$ cat src/rtl/fpga_ctrl_pkg.sv
// fpga_ctrl_pkg: shared state type for the LED event stretcher
package fpga_ctrl_pkg;
  typedef enum logic [1:0] {ST_IDLE, ST_ON, ST_GAP} stretch_state_t;
endpackage

$ cat src/rtl/load_down_counter.sv
// load_down_counter: loadable down counter that parks at zero
module load_down_counter #(
  parameter int W = 16
) (
  input  logic         clk,
  input  logic         rst,
  input  logic         load,
  input  logic [W-1:0] load_val,
  output logic         zero
);
  logic [W-1:0] r_cnt;
  always_ff @(posedge clk or negedge rst)
    if (!rst) r_cnt <= '0;
    else if (load) r_cnt <= load_val;
    else if (r_cnt != '0) r_cnt <= r_cnt - 1'b1;
  assign zero = r_cnt == '0;
endmodule

$ cat src/rtl/led_event_stretcher.sv
// led_event_stretcher: stretches event strobes into visible LED pulses with forced gaps and a pending queue
module led_event_stretcher
  import fpga_ctrl_pkg::*;
#(
  parameter int TW      = 16,
  parameter int ON_CNT  = 50000,
  parameter int GAP_CNT = 25000,
  parameter int PEND_W  = 3
) (
  input  logic              clk,
  input  logic              rst,
  input  logic              evt_in,
  input  logic              clear_ovf,
  output logic              led_out,
  output logic              busy,
  output logic [PEND_W-1:0] pend_cnt,
  output logic              overflow
);
  localparam logic [TW-1:0]     ON_LD    = TW'(ON_CNT - 1);
  localparam logic [TW-1:0]     GAP_LD   = TW'(GAP_CNT - 1);
  localparam logic [PEND_W-1:0] PEND_MAX = '1;
  stretch_state_t    r_state, w_next;
  logic              r_led, r_busy, r_ovf;
  logic [PEND_W-1:0] r_pend, w_pend;
  logic              w_zero, w_start, w_on_end, w_gap_end, w_consume, w_load, w_inc, w_drop, w_ovf;
  logic [TW-1:0]     w_load_val;
  load_down_counter #(.W(TW)) u_timer (
    .clk      (clk),
    .rst      (rst),
    .load     (w_load),
    .load_val (w_load_val),
    .zero     (w_zero)
  );
  always_comb begin
    w_start    = r_state == ST_IDLE && evt_in;
    w_on_end   = r_state == ST_ON && w_zero;
    w_gap_end  = r_state == ST_GAP && w_zero;
    w_consume  = w_gap_end && (r_pend != '0 || evt_in);
    w_load     = w_start || w_on_end || w_consume;
    w_load_val = w_on_end ? GAP_LD : ON_LD;
    w_next     = (w_start || w_consume) ? ST_ON :
                 w_on_end               ? ST_GAP :
                 w_gap_end              ? ST_IDLE : r_state;
    // an event coincident with a consume either replaces the dequeued one or is shown directly
    w_inc      = evt_in && r_state != ST_IDLE && !w_consume;
    w_drop     = w_inc && r_pend == PEND_MAX;
    w_pend     = w_consume ? (evt_in ? r_pend : r_pend - 1'b1) :
                 (w_inc && !w_drop) ? r_pend + 1'b1 : r_pend;
    w_ovf      = w_drop || (r_ovf && !clear_ovf);
  end
  always_ff @(posedge clk or negedge rst)
    if (!rst) begin
      r_state <= ST_IDLE;
      r_led   <= 1'b0;
      r_busy  <= 1'b0;
      r_pend  <= '0;
      r_ovf   <= 1'b0;
    end else begin
      r_state <= w_next;
      r_led   <= w_next == ST_ON;
      r_busy  <= w_next != ST_IDLE;
      r_pend  <= w_pend;
      r_ovf   <= w_ovf;
    end
  assign led_out  = r_led;
  assign busy     = r_busy;
  assign pend_cnt = r_pend;
  assign overflow = r_ovf;
  ap_cnt_legal: assert property (@(posedge clk) disable iff (!rst)
    ON_CNT >= 1 && GAP_CNT >= 1 && ON_CNT < 2**TW && GAP_CNT < 2**TW);
endmodule

$ cat config.mk
export PLATFORM = sky130hd
export DESIGN_NAME = led_event_stretcher
export DESIGN_NICKNAME = d
export VERILOG_FILES = /design/src/rtl/fpga_ctrl_pkg.sv /design/src/rtl/load_down_counter.sv /design/src/rtl/led_event_stretcher.sv
export SDC_FILE = /design/constraint.sdc
export NUM_CORES = 1
export LEC_CHECK = 0
export BUFFER_PORTS_ARGS = -buffer_cell sky130_fd_sc_hd__buf_4
export CAP_MARGIN = 20
export CORE_UTILIZATION = 40
export CTS_BUF_LIST = sky130_fd_sc_hd__clkbuf_8
export CTS_CLUSTER_DIAMETER = 200
export CTS_CLUSTER_SIZE = 12
export DETAILED_ROUTE_END_ITERATION = 6
export GPL_ROUTABILITY_DRIVEN = 1
export PLACE_DENSITY_LB_ADDON = 0.08
export SYNTH_ARGS = -nofsm -noshare
export SYNTH_HDL_FRONTEND = slang
export SYNTH_HIERARCHICAL = 1
export SYNTH_SLANG_ARGS = --single-unit
export TNS_END_PERCENT = 1
$ cat constraint.sdc
create_clock -name clk -period 3.55 [get_ports clk]
set_input_delay 0 -clock clk [delete_from_list [all_inputs] [get_ports clk]]
set_output_delay 0 -clock clk [all_outputs]
set_load 0.02 [all_outputs]
==> impl_results.md, run 1 <==
* Post-CTS Setup Inserts at 0
* Worst EP required at roughly 3.7 ns
* Max VDD drop at about 0.28 mV
* FILL cells at ~330
* Cts repair resizes at 0
* RSZ-0062 raised after global routing: false
* Height of the die at 62.5 um
* Sequential fraction of the synthesis area at 41.0%
* Root buf cell: clkbuf_8
* DRC Markers at 0
* DP Wirelength at approximately 2.2 mm
* Drt first pass iters at 4
* Total CTS buffers at 3
* Io pins at 10
* Vias in the first global route at roughly 1200
* Clock skew at about 0.0009 ns
* Nets at 185
* Crit share post-route at 89.0%
* Cell Area, Synth at about 1500 um^2
* Max-slew headroom at a little under three fifths
* Clock Path Buffers at 2
* Cell variety after synth at 42
* Final setup vio count at 0
* Site Rows at 21
* Share of cells above drive strength 1 at 12.4%
* Die width at between 60 and 70 um
* Fin. Hold Viols at 0
* Ys flop type: dfrtp_1
* Detailed Route WL at roughly 3.0 mm
* Cells after synthesis at 159
* Power Dens Cells at between 700 and 800 nW/um^2
* Synth Warn # at 6
* Number of synthesized register bits at 24
* Sink Count at 24
* Grt ovf at 0
* Post-synth EDFFs at 0
* DP Area at 1610 um^2
* Status: finished, final reports clean
* Hold_ws at between 0.15 and 0.2 ns
* Routability Congestion at 0.732
* CTS tree: built
* Setup TNS at 0 ns
* Finished Core Util at between 50% and 60%
* LEAKAGE at roughly 0.73 nW
* Reg2reg end: pend_cnt[1]
* Post-synth ARST share at 100%
* Area Growth Syn to Fin at 16.7%
* Total power at 0.00126 W
* First-pass GRT wire length at approximately 5.4 mm
* Critical path type: reg -> reg
* WP data arrival at approximately 3.3 ns
* Final Max Slew Viols at 0
* Reg2Reg Setup Slack at roughly 0.4 ns
* Initial Utilization at 42.9%
* N_diodes at 0
* Count of buffers from port buffering at 9
* Maxcap violations at 0
* H-tree depth at 1
* Routed Antenna Nets at 0
* Core Area at approximately 3400 um^2
* Full die area at between 3000 and 4000 um^2
* Clock Pin Slew Worst Setup and Hold Paths at about 0.08 ns
* Post-route cell area at between 1500 and 2000 um^2
* Setup crit start kind: flop
* Worst-skew pair later-pin latency at 0.26 ns
* Avg Inst Size Synth at 9.22 um^2
* Crit. End Element: flop
* R2R cell count at 10
* Wire per inst at approximately 13 um
* Overall Global Routing Usage at ~17%
* Max FO, Critical Path at 9
* Fmax at 0.316 GHz
* Total number of vias at around 1200
* Worst r2r src: u_timer/r_cnt[0]
* Min cycle time layout at ~3.2 ns
* Pin slew with the least headroom to its limit at between 0.6 and 0.7 ns
* Hold Crit Class: in -> async
* Maximum number of pins on one net before global-route repair at 35
* Initial antenna violation count at 0
* Starting DRC count in detailed routing at 64
* Avg Vias per Cell at roughly 5.3
## layout by cell type, fill, tap and decap left out, drive strengths merged, types with 3 or more instances in the layout
| cell | instances |
|---|---|
| o211a | 7 |
| inv | 8 |
| dlygate4sd3 | 3 |
| o21ai | 7 |
| xnor2 | 9 |
| nand2 | 17 |
| buf | 11 |
| nand2b | 12 |
| clkbuf | 3 |
| o22ai | 3 |
| nor2 | 11 |
| nor2b | 3 |
| nor3 | 5 |
| conb | 9 |
| nor4 | 5 |
| nand3 | 7 |
| dfrtp | 24 |
| a21oi | 5 |
## state kept, by name, indices dropped and copies added (netlist names)
| name | flops |
|---|---|
| u_timer/r_cnt | 16 |
| pend_cnt | 3 |
| r_state | 2 |
| busy | 1 |
| led_out | 1 |
| overflow | 1 |
## cells by family (layout without fill, tap and decap cells)
logic type / count (synthesis) / in the layout / synth area share (%)
AOI/OAI and AO/OA: 34 / 34 / 17.2
xor gates and xnor gates: 10 / 10 / 5.97
adders and majority gates: 2 / 2 / 2.22
buffers and inverters: 14 / 26 / 3.84
DFF: 24 / 24 / 41.0
muxes: 1 / 1 / 0.683
other: 2 / 9 / 0.512
and+or+nand+nor: 72 / 72 / 28.7
## metrics by stage
stage,std cells,setup slack (ns)
4_1_cts,224,0.416
6_report,224,0.390
5_1_grt,224,0.128
3_5_place_dp,217,0.399
3_3_place_gp,217,0.575
2_1_floorplan,166,0.701
## synthesized netlist by cell type, drive strengths merged, types with 2 or more instances
cell / instances / share of area (%)
nand2b: 12 / 5.1
o211a: 7 / 4.8
o22ai: 3 / 1.3
o31a: 2 / 1.2
nand4b: 2 / 1.2
buf: 3 / 1.0
a21oi: 5 / 1.7
dfrtp: 24 / 41
nor2: 11 / 2.8
nor3: 5 / 1.7
a21o: 2 / 1.0
or3: 2 / 0.85
o21ai: 7 / 2.4
conb: 2 / 0.51
nand4: 2 / 0.85
nand3: 7 / 2.7
nor2b: 3 / 1.3
xnor2: 9 / 5.4
inv: 8 / 2.0
a221o: 2 / 1.4
nor4: 5 / 4.0
clkbuf: 3 / 0.77
nand2: 17 / 4.4
## area by class of cell
type / instances / area [um^2] / share of cell area (%)
Clock inverter: 1 / 30.0 / 1.75
Inverter: 8 / 30.0 / 1.75
Sequential cell: 24 / 601 / 35.1
Clock buffer: 3 / 41.3 / 2.41
Tap cell: 46 / 57.6 / 3.36
Timing Repair Buffer: 14 / 113 / 6.58
Multi-Input combinational cell: 128 / 840 / 49.0
## repair_timing
item	in CTS	in global routing
endpoints found under the hold margin	26	0
setup endpoints to repair	0	0
hold buffers	3	0
## metal layers
layer / vias up / share of wire [%] / GRT usage (%)
li1: 594 / - / -
met3: 2 / 3.8 / 4.38
met1: 578 / 44 / 21.3
met4: 0 / 0.60 / 3.20
met2: 22 / 52 / 30.8
met5: - / 0 / 0
## power by group
part	switching, W	internal (W)	total (W)	leakage [nW]
logic	0.000242	0.000248	0.000490	0.412
registers	0.000152	0.000386	0.000538	0.282
clock network	0.0000839	0.000151	0.000234	0.0357
## critical path, stage by stage, from the launching register on
cell and delay, ns:
dfrtp_1 0.42, inv_1 0.09, ha_1 0.19, nor3b_4 0.41, nand3_2 0.19, nor2_1 0.30, nand2_1 0.14, or3_1 0.41
fa_1 0.48, o211a_1 0.23, a311oi_1 0.20
## how the worst max path moves through the flow
stage / end / slack, ns / from
floorplan: u_timer/r_cnt[6] / 0.70 / u_timer/r_cnt[0]
global placement: pend_cnt[1] / 0.57 / u_timer/r_cnt[0]
detailed placement: pend_cnt[1] / 0.40 / u_timer/r_cnt[0]
CTS: pend_cnt[1] / 0.42 / u_timer/r_cnt[0]
global route: pend_cnt[1] / 0.13 / u_timer/r_cnt[0]
finish: pend_cnt[1] / 0.39 / u_timer/r_cnt[0]
Power figures use the tool's default switching activity.
==> run 2: changes to the inputs <==
--- a/config.mk
+++ b/config.mk
@@ -7,6 +7,8 @@
 export LEC_CHECK = 0
 export BUFFER_PORTS_ARGS = -buffer_cell sky130_fd_sc_hd__buf_4
 export CAP_MARGIN = 20
+export CELL_PAD_IN_SITES_DETAIL_PLACEMENT = 1
+export CELL_PAD_IN_SITES_GLOBAL_PLACEMENT = 1
 export CORE_UTILIZATION = 40
 export CTS_BUF_LIST = sky130_fd_sc_hd__clkbuf_8
 export CTS_CLUSTER_DIAMETER = 200
==> impl_results.md, run 2 (synthesis gave the netlist of run 1 again) <==
* Seq. cell area at 601 um^2
* CP max-delay cell: o21ai_2
* CP Cell Sequence: inv_1, ha_1, nor3b_4, nand3_2, nor2_1, nand2b_1, a2bb2oi_1, o21ai_2, buf_4, nand2b_1, o211a_1
* H-tree depth at 1
* Crit. End Element: flop
* Area of the multi-input gates at roughly 840 um^2
* Buf+Inv Stages, Crit Path at 2
* Die width at 62.5 um
* Critical path type: reg -> reg
* Max-slew headroom at between 40 and 50%
* Pin slew with the least headroom to its limit at 0.803 ns
* Max VDD drop at approximately 0.3 mV
* Setup TNS at 0 ns
* DP Wirelength at 2.57 mm
* Fmax at about 0.33 GHz
* Nets at 186
* Routability Congestion at a little over 0.8
* WP data arrival at 3.20 ns
* Initial antenna violation count at 0
* Setup crit start kind: flop
* Hold_buf cts at 3
* Detailed Route WL at roughly 3.6 mm
* Share of cells above drive strength 1 at about an eighth
* Post-route cell area at 1720 um^2
* Height of the die at roughly 63 um
* Min cycle time layout at 3.03 ns
* RSZ-0062 raised after global routing: false
* Final Max Slew Viols at 0
* LEAKAGE at roughly 0.73 nW
* Worst EP required at approximately 3.7 ns
* Hold Crit Class: in -> async
* Vias in the first global route at roughly 1300
* Max FO, Critical Path at 22
* Clock Pin Slew Worst Setup and Hold Paths at 0.09 ns
* Crit path top cell by count: nand2b_1
* Crit share post-route at 85.4%
* FILL cells at 410
* Total number of vias at 1214
* Post-CTS Setup Inserts at 0
* CTS tree: built
* Max incr delay on CP at 0.64 ns
* Wire per inst at between 15 and 20 um
* Io pins at 10
* Fin. Hold Viols at 0
* Biggest register: u_timer/r_cnt
* Starting DRC count in detailed routing at 24
* Sink Count at 24
* Overall Global Routing Usage at roughly a fifth
* First-pass GRT wire length at ~6.1 mm
* Clock Path Buffers at 2
* Site Rows at 21
* N_diodes at 0
* Avg Vias per Cell at around 5.4
* DRC Markers at 0
* Leading cell type in the layout, fill and taps excluded: dfrtp_1
* Count of buffers from port buffering at 9
* Grt ovf at 0
* Total CTS buffers at 3
* Status: finished, final reports clean
* Final setup vio count at 0
* Maxcap violations at 0
* CP top delay family: simple AND/OR/NAND/NOR gates
* Cts repair resizes at 0
* Area Growth Syn to Fin at 17.2%
* Power Dens Cells at approximately 750 nW/um^2
* Clock skew at 0.00678 ns
* Initial Utilization at a little over two fifths
* Routed Antenna Nets at 0
* Worst-skew pair later-pin latency at roughly 0.28 ns
* Drt first pass iters at 4
* Most frequent cells in the layout: dfrtp_1, nand2_1, nand2b_1, buf_4, nor2_1
* Max FFs per register at 16
* Full die area at between 3000 and 4000 um^2
* Maximum number of pins on one net before global-route repair at 25
* Root buf cell: clkbuf_8
* DP Area at ~1600 um^2
* Core Area at about 3400 um^2
-- run 2: power breakdown --
group          switching, W  internal (W)
Combinational      0.000252      0.000252
Clock             0.0000976      0.000151
Sequential         0.000158      0.000386
Total              0.000507      0.000789
-- run 2: worst paths after layout --
path,start,end,slack (ns),cells after the start
min in group clk,clear_ovf,overflow,0.47,3
max in group asynchronous,rst,u_timer/r_cnt[3],3.15,2
setup / recovery,u_timer/r_cnt[0],u_timer/r_cnt[11],0.52,11
setup reg to reg,u_timer/r_cnt[0],u_timer/r_cnt[11],0.52,11
hold reg to reg,overflow,overflow,0.55,2
hold / removal,rst,u_timer/r_cnt[9],0.15,2
-- run 2: routing by layer --
metal / wire length [um] / track usage [%] / vias to the layer above
li1: - / - / 594
met1: 1550 / 24.1 / 604
met2: 1920 / 36.8 / 10
met3: 46 / 2.19 / 6
met4: 59 / 8.72 / 0
met5: 0 / 0 / -
-- run 2: area by class of cell --
cell class	instances	share of cell area (%)
inverter	8	1.75
multi-input combinational	128	48.8
clock inverter	1	1.75
tap	46	3.35
timing repair buffer	15	6.99
clock buffer	3	2.40
sequential	24	34.9
-- run 2: stage by stage --
stage                     worst slack, ns  power (W)  util, %  hold WS [ns]  cells
after floorplan                     0.701   0.000883        -        -0.296    166
after global placement              0.647    0.00102     47.4       -0.0786    218
after detailed placement            0.559    0.00105     47.4       -0.0738    218
after CTS                           0.524    0.00131     50.3         0.156    225
after global routing                0.287    0.00139     50.3         0.178    225
final                               0.517    0.00130     50.3         0.153    225
